--- src/rtl/arb_rr_lock.sv ---
// arb_rr_lock: registered round-robin / fixed-priority arbiter with grant locking.
// One winner at a time raises req_o downstream. The downstream ack_o is passed back
// to the winner as a one-hot ack_i, which is held until the winner releases it or
// until MAX_HOLD cycles pass while other requesters are waiting.
// Ports:
//   clk, rst    - clock, asynchronous active-high reset
//   req_i[N]    - per-channel requests, held high while the resource is wanted
//   fixed_mode  - 1: lowest index wins, 0: round-robin (sampled only when idle)
//   ack_i[N]    - one-hot grant to the winner (registered)
//   req_o       - request to the downstream resource (registered)
//   ack_o       - downstream acknowledge, honoured only while requesting
//   gnt_idx[IW] - index of the current or most recent winner (registered)
//   busy        - high while requesting or granted (registered)
module arb_rr_lock #(
  parameter int unsigned N        = 8,
  parameter int unsigned MAX_HOLD = 16,
  parameter int unsigned IW       = $clog2(N)
) (
  input  logic          clk,
  input  logic          rst,
  input  logic [N-1:0]  req_i,
  input  logic          fixed_mode,
  output logic [N-1:0]  ack_i,
  output logic          req_o,
  input  logic          ack_o,
  output logic [IW-1:0] gnt_idx,
  output logic          busy
);

  localparam int unsigned HW = (MAX_HOLD == 0) ? 1 : $clog2(MAX_HOLD + 1);

  localparam logic [1:0] S_IDLE  = 2'd0;
  localparam logic [1:0] S_REQ   = 2'd1;
  localparam logic [1:0] S_GRANT = 2'd2;

  localparam logic [HW-1:0] HOLD_MAX  = HW'(MAX_HOLD);
  localparam logic [HW-1:0] HOLD_LAST = (MAX_HOLD == 0) ? '0 : HW'(MAX_HOLD - 1);
  localparam logic [IW-1:0] LAST_IDX  = IW'(N - 1);

  logic [1:0]    state, state_d;
  logic [IW-1:0] ptr, ptr_d;
  logic [HW-1:0] hold_cnt, hold_d;
  logic [IW-1:0] gnt_d;
  logic [N-1:0]  ack_d;
  logic          req_o_d, busy_d;

  logic [2*N-1:0] req_dbl;
  logic [N-1:0]   req_rot;
  logic [IW-1:0]  rr_off, rr_win, fx_win;
  logic [IW:0]    rr_sum;
  logic [N-1:0]   onehot_w;
  logic           w_req, others, preempt;

  // Winner search: rotate requests so ptr sits at bit 0, then take the lowest set bit.
  always_comb begin
    req_dbl = {req_i, req_i};
    req_rot = N'(req_dbl >> ptr);
    rr_off  = '0;
    fx_win  = '0;
    for (int i = N - 1; i >= 0; i--) begin
      if (req_rot[i]) rr_off = IW'(i);
      if (req_i[i])   fx_win = IW'(i);
    end
    rr_sum = {1'b0, ptr} + {1'b0, rr_off};
    if (32'(rr_sum) >= N) rr_win = IW'(32'(rr_sum) - N);
    else                  rr_win = IW'(rr_sum);
  end

  // Status of the latched winner and the preemption condition.
  always_comb begin
    onehot_w = N'(1) << gnt_idx;
    w_req    = req_i[gnt_idx];
    others   = |(req_i & ~onehot_w);
    preempt  = (MAX_HOLD != 0) && (hold_cnt == HOLD_LAST) && others;
  end

  // Next-state and next-output logic.
  always_comb begin
    state_d = state;
    ptr_d   = ptr;
    hold_d  = hold_cnt;
    gnt_d   = gnt_idx;
    case (state)
      S_IDLE: begin
        if (|req_i) begin
          gnt_d   = fixed_mode ? fx_win : rr_win;
          state_d = S_REQ;
        end
      end
      S_REQ: begin
        // Withdrawal wins over a simultaneous acknowledge; ptr is left alone.
        if (!w_req) begin
          state_d = S_IDLE;
        end else if (ack_o) begin
          state_d = S_GRANT;
          hold_d  = '0;
        end
      end
      S_GRANT: begin
        if (!w_req || preempt) begin
          state_d = S_IDLE;
          ptr_d   = (gnt_idx == LAST_IDX) ? '0 : gnt_idx + 1'b1;
        end else if (hold_cnt != HOLD_MAX) begin
          hold_d = hold_cnt + 1'b1;
        end
      end
      default: state_d = S_IDLE;
    endcase
    ack_d   = (state_d == S_GRANT) ? (N'(1) << gnt_d) : '0;
    req_o_d = (state_d != S_IDLE);
    busy_d  = (state_d != S_IDLE);
  end

  // State and output registers.
  always_ff @(posedge clk or posedge rst) begin
    if (rst) begin
      state    <= S_IDLE;
      ptr      <= '0;
      hold_cnt <= '0;
      gnt_idx  <= '0;
      ack_i    <= '0;
      req_o    <= 1'b0;
      busy     <= 1'b0;
    end else begin
      state    <= state_d;
      ptr      <= ptr_d;
      hold_cnt <= hold_d;
      gnt_idx  <= gnt_d;
      ack_i    <= ack_d;
      req_o    <= req_o_d;
      busy     <= busy_d;
    end
  end

endmodule

--- config.mk ---
export PLATFORM = sky130hd
export DESIGN_NAME = arb_rr_lock
export DESIGN_NICKNAME = d
export VERILOG_FILES = /design/src/rtl/arb_rr_lock.sv
export SDC_FILE = /design/constraint.sdc
export NUM_CORES = 1
export LEC_CHECK = 0
export ABC_AREA = 1
export CAP_MARGIN = 25
export CORE_MARGIN = 2
export CORE_UTILIZATION = 32
export DETAILED_ROUTE_END_ITERATION = 10
export PLACE_DENSITY = 0.6
export SKIP_CTS_REPAIR_TIMING = 1
export SYNTH_ARGS = -nofsm -noshare
export SYNTH_HDL_FRONTEND = slang
export SYNTH_SLANG_ARGS = --single-unit
--- constraint.sdc ---
create_clock -name clk -period 6.7 [get_ports clk]
set_input_delay 1.34 -clock clk [delete_from_list [all_inputs] [get_ports clk]]
set_output_delay 1.34 -clock clk [all_outputs]
set_load 0.05 [all_outputs]
# --- Word level (Yosys, flattened, before mapping) ---
# Cells that the tools add are included.
totals:
  input_bits: 12
  output_inout_bits: 13
  ff_bits: 22
  elab_cells: 71
op_classes:
  addsub: 4
  mux: 34
  n_lt_le_gt_ge: 2
  n_eq_ne: 10
  reduce_logical: 10
  shifts: 3
  n_bitwise: 2
ops:
  columns: ["op", "count"]
  rows:
  - ["3-bit 2-to-1 mux", 21]
  - ["5-bit 2-to-1 mux", 4]
  - ["8-bit OR reduction", 2]
  - ["1-bit by 3-bit left shift with 8-bit output (first input constant)", 2]
  - ["16-bit by 3-bit >> shifter with 8-bit output", 1]
  - ["5-bit one-hot mux with 2 select lines", 1]
  - ["8-bit bitwise AND", 1]
  - ["2-bit 2-to-1 mux", 4]
  - ["8-bit 2-to-1 mux", 1]
  - ["2-bit inequality test (second input constant)", 4]
  - ["8-bit inverter", 1]
  - ["2-bit one-hot mux with 3 select lines", 1]
  - ["5-bit by 1-bit adder with 5-bit output (second input constant)", 1]
  - ["5-bit by 4-bit equality test with 1-bit output (second input constant)", 1]
  - ["5-bit inequality test (second input constant)", 1]
  - ["5-bit AND reduction", 1]
  - ["3-bit by 3-bit adder with 4-bit output", 1]
  - ["2-bit equality test (second input constant)", 2]
  - ["4-bit >= comparator (second input constant)", 1]
  - ["3-bit by 4-bit < comparator with 1-bit output (second input constant)", 1]
  - ["2-bit nonzero test", 2]
  - ["3-bit by 1-bit adder with 3-bit output (second input constant)", 1]
  - ["1-bit binary-select mux with 3-bit select", 1]
  - ["3-bit equality test (second input constant)", 1]
  - ["8 further kinds", 8]

# --- Depth between registers and ports, before layout ---
depth:
  depth_word: 17
  ltp_mapped: 19
  depth_no_buf: 18

# --- Worst setup path after synthesis ---
# OpenSTA, ideal clock, no wires.
synth_timing:
  path_type: "in2reg"
  startpoint: "in req_i[0]"
  endpoint: "reg ack_i[4]"
  required_time_ns: 6.572
  t_arrival_ns: 3.111
  setup_time_ns: 0.128
  path_stages: 15
  n_path_buf: 0
  path_slack_ns: 3.460
  cell_sequence: "nand2_1 nand3_2 nand3_1 nand2_1 a31oi_1 o21ai_0 nand2_1 a21boi_0 ha_1 fa_1 nand2_1 a31oi_4 inv_2 nand3_1 a21oi_1"
synth_via:
  elab_chain_cells: 17
  word_cells_on_any_way: 32
  cone_classes: "2 x add/sub; 1 x order compare; 1 x eq/ne; 2 x shift; 20 x mux; 1 x bitwise; 5 x reduce/logical"
synth_rtl:
  columns: ["element", "line", "rtl"]
  rows:
  - ["start: declaration", "21", "input logic [N-1:0] req_i,"]
  - ["16-bit by 3-bit >> shifter with 8-bit output", "57", "req_rot = N'(req_dbl >> ptr);"]
  - ["3-bit 2-to-1 mux (8 in series)", "61", "if (req_rot[i]) rr_off = IW'(i);"]
  - ["3-bit by 3-bit adder with 4-bit output", "64", "rr_sum = {1'b0, ptr} + {1'b0, rr_off};"]
  - ["4-bit >= comparator or 3-bit by 1-bit subtractor with 3-bit output (tied branches)", "65", "if (32'(rr_sum) >= N) rr_win = IW'(32'(rr_sum) - N);"]
  - ["3-bit 2-to-1 mux", "65", null]
  - ["3-bit 2-to-1 mux", "86", "gnt_d = fixed_mode ? fx_win : rr_win;"]
  - ["3-bit 2-to-1 mux *", "85", "if (|req_i) begin"]
  - ["3-bit 2-to-1 mux *", "83", "case (state)"]
  - ["via gnt_d[1]", "43", "logic [IW-1:0] gnt_d;"]
  - ["1-bit by 3-bit left shift with 8-bit output *", "109", "ack_d = (state_d == S_GRANT) ? (N'(1) << gnt_d) : '0;"]
  - ["8-bit 2-to-1 mux *", "109", null]
  - ["via ack_d[4]", "44", "logic [N-1:0] ack_d;"]
  - ["end signal: assignment", "129", "ack_i <= ack_d;"]
  - ["end: declaration", "23", "output logic [N-1:0] ack_i,"]
# Mark *: on every way through the listed nets, which the timed path passes. The rest lies on a longest branch. The select of a mux whose other input is x is not followed.
# A chain may end at the register's enable or synchronous reset.

# --- Final worst setup path ---
layout_timing:
  startpoint: "in req_i[0]"
  endpoint: "reg ack_i[6]"
# The elaborated chain is that of the path after synthesis.

==> results.yml <==
status:
  outcome: "finished, final reports clean"
die:
  die_h_um: 80.3
  coreArea_sq_mm: 0.00557
  die_w_um: 80.3
  ioPinCount: 25
  die_area_sq_mm: 0.00645
  initial_core_util_pct: 33.4
  rows: 27
route:
  detail_route.first_pass.iterations: 4
  viasPerCell: 4.84
  drc: 0
  drt_iter0_drc: 66
  wire_per_inst_um: 12.1
  via_count: 1693
  ant_nets: 0
  drt_wl_total_mm: 4.24
setup_path:
  startpoint_type: "primary input"
  crit_slowest_cell: "clkdlybuf4s50_1"
  critPathKind: "in2reg"
  worstPathCellList: "clkdlybuf4s50_1, nand2_1, nand3_2, nand3_1, nand2_1, a31oi_1, o21ai_0, nand2_1, a21boi_0, ha_1, fa_1, nand2_1, a31oi_4, nand3_1, a21oi_1"
  crit_family: "simple AND/OR/NAND/NOR gates"
  critical_path_depth: 15
  crit_top_cell: "nand2_1"
  r2r_cells: 13
  cp.required_ns: 6.89
  path_buf_inv: 1
  cp.arrival_ns: 4.05
  critPathCaptureType: "register"
  critPathMaxStageDelay_ns: 0.55
  crit_fanout: 6
clock_network:
  root_buffer: "clkbuf_8"
  h-tree-depth: 1
  numCtsBuffers: 3
  clock_path_buffers: 2
  clkSinkCount: 22
  clk_pin_slew_ns: 0.08
  clk_latency_ns: 0.27
  tritoncts: "built"
placement:
  gp_congestion: 0.822
  pre_cts_ws_ns: 2.59
  place_hpwl_mm: 3.32
  portBuffers: 24
power:
  p_leak_nw: 1.05
  total_power_w: 0.00103
  p_per_area_mw_per_mm2: 464
  peakVddDrop_mv: 0.203
job:
  cap_violations: 0
global_route:
  antenna_found_initial: 0
  grt.total_usage_pct: 14.7
  grt_max_degree: 23
  grt_pass1_wl_mm: 7.58
  grt_pass1_vias: 1686
  gr-total-overflow: 0
timing:
  holdWs_ns: 0.530
  max_freq_ghz: 0.259
  post-route-period-util_pct: 57.6
  report.final.slew_viol_count: 0
  finalHoldViolCount: 0
  fin_skew_ns: 0.00428
  rsz0062_at_grt: "false"
  maxSlewHeadroom_pct: 44.7
  finalSetupTns_ns: 0
  worstMarginPinSlew_ns: 0.828
  setup_ws_ns: 2.84
  setup_violations: 0
  finalCriticalPeriod_ns: 3.86
logic_synthesis:
  ys_seq_area_share_pct: 29.6
  yosys_warnings: 0
  netlist-cell-type-count: 34
  netlist_instances: 255
  synth_fp_nets: 278
  syn_area_per_cell_sq_um: 7.31
  synth-seq-cells: 22
  syn_area_sq_mm: 0.00186
finish:
  area.sequential_sq_um: 551
  fillers: 582
  layout_commonest_cell: "nand2_1"
  antenna_cells: 0
  drive_above_1_share_pct: 18.0
  layout_common_cells: "65 x nand2_1, 26 x inv_1, 24 x clkdlybuf4s50_1, 23 x nand3_1, 22 x dfrtp_1"
  utilization_pct: 39.8
  layout.nets: 302
  multi_input_area_sq_mm: 0.00114
  synthToLayoutAreaGrowth_pct: 18.9
hold_path:
  min_path_type: "reg2reg"
  min_path_cells: 2
-- through the flow --
step	instances	area [sq um]
6_report	350	2220
5_1_grt	350	2220
4_1_cts	350	2220
3_5_place_dp	346	2140
3_3_place_gp	346	2140
2_1_floorplan	255	1860
-- worst reg2reg max path: cells and delay by family, from the launching register on --
kind | cells | cell delay, ns
simple gates | 5 | 0.56
fa+ha+maj | 2 | 0.69
buf+inv | 1 | 0.14
compound gates | 5 | 0.75
flops | 1 | 0.68
-- final cells by class --
cell class | instances | share of cell area, %
Multi-Input combinational cell | 197 | 51.4
Sequential cell | 22 | 24.8
Timing Repair Buffer | 24 | 10.8
Inverter | 31 | 5.59
Tap cell | 72 | 4.07
Clock buffer | 3 | 1.86
Clock inverter | 1 | 1.36
-- Yosys cell counts --
cell	count	area (sq um)
nor2_2	7	43.8
clkbuf_8	1	13.8
o31ai_1	1	7.51
o21ai_0	16	80.1
o21ai_1	1	5.00
a21oi_1	15	75.1
nand2_1	65	244
or2_2	1	6.26
ha_1	10	125
nor2_4	1	11.3
a31oi_1	1	6.26
a21boi_0	1	7.51
fa_1	1	20.0
inv_2	3	11.3
nand3_1	23	115
dfrtp_1	22	551
nand3_2	12	120
inv_6	1	8.76
o211ai_1	1	7.51
nor3_2	1	10.0
nor3_1	2	10.0
xor2_1	1	8.76
buf_2	1	5.00
inv_1	26	97.6
inv_4	1	6.26
o21ai_4	1	16.3
nor2_1	13	48.8
buf_4	1	7.51
xnor2_1	1	8.76
nand2_4	2	22.5
nand4_1	4	25.0
a31oi_4	1	21.3
buf_6	2	22.5
nand2_2	15	93.8
-- where the power goes --
part	switching (W)	internal [W]
registers	0.0000696	0.000170
logic	0.000436	0.000226
clock network	0.0000452	0.0000798
total	0.000551	0.000476
-- flip-flops by register name, summed over array words and instances, names as in the netlist --
signal / cells
ack_i: 8
busy: 1
gnt_idx: 3
hold_cnt: 5
ptr: 3
state: 2
-- layer usage --
| layer | track usage [%] | up-vias | routed length [um] |
|---|---|---|---|
| li1 | - | 883 | - |
| met1 | 20.5 | 765 | 2170 |
| met2 | 22.9 | 41 | 1820 |
| met3 | 2.58 | 4 | 210 |
| met4 | 4.41 | 0 | 42 |
| met5 | 0 | - | 0 |
-- final timing paths --
path	from	end	slack, ns
max in group asynchronous	rst	hold_cnt[0]$_DFFE_PP0P_	4.66
worst max register to register	ptr[1]$_DFFE_PP0P_	ack_i[6]$_DFF_PP0_	3.80
worst min-delay path	hold_cnt[0]$_DFFE_PP0P_	hold_cnt[0]$_DFFE_PP0P_	0.53
worst max-delay path	req_i[0]	ack_i[6]$_DFF_PP0_	2.84
min in group asynchronous	rst	ack_i[7]$_DFF_PP0_	1.53
worst min register to register	hold_cnt[0]$_DFFE_PP0P_	hold_cnt[0]$_DFFE_PP0P_	0.53
-- cell families after synthesis --
group                      after synthesis  share of synthesized area [%]
xor gates and xnor gates                 2                          0.940
DFF                                     22                           29.6
buffers and inverters                   36                           9.27
AOI/OAI and AO/OA                       38                           12.2
and+or+nand+nor                        146                           40.3
adders and majority gates               11                           7.79
No activity file was read; power rests on OpenSTA's default activity.
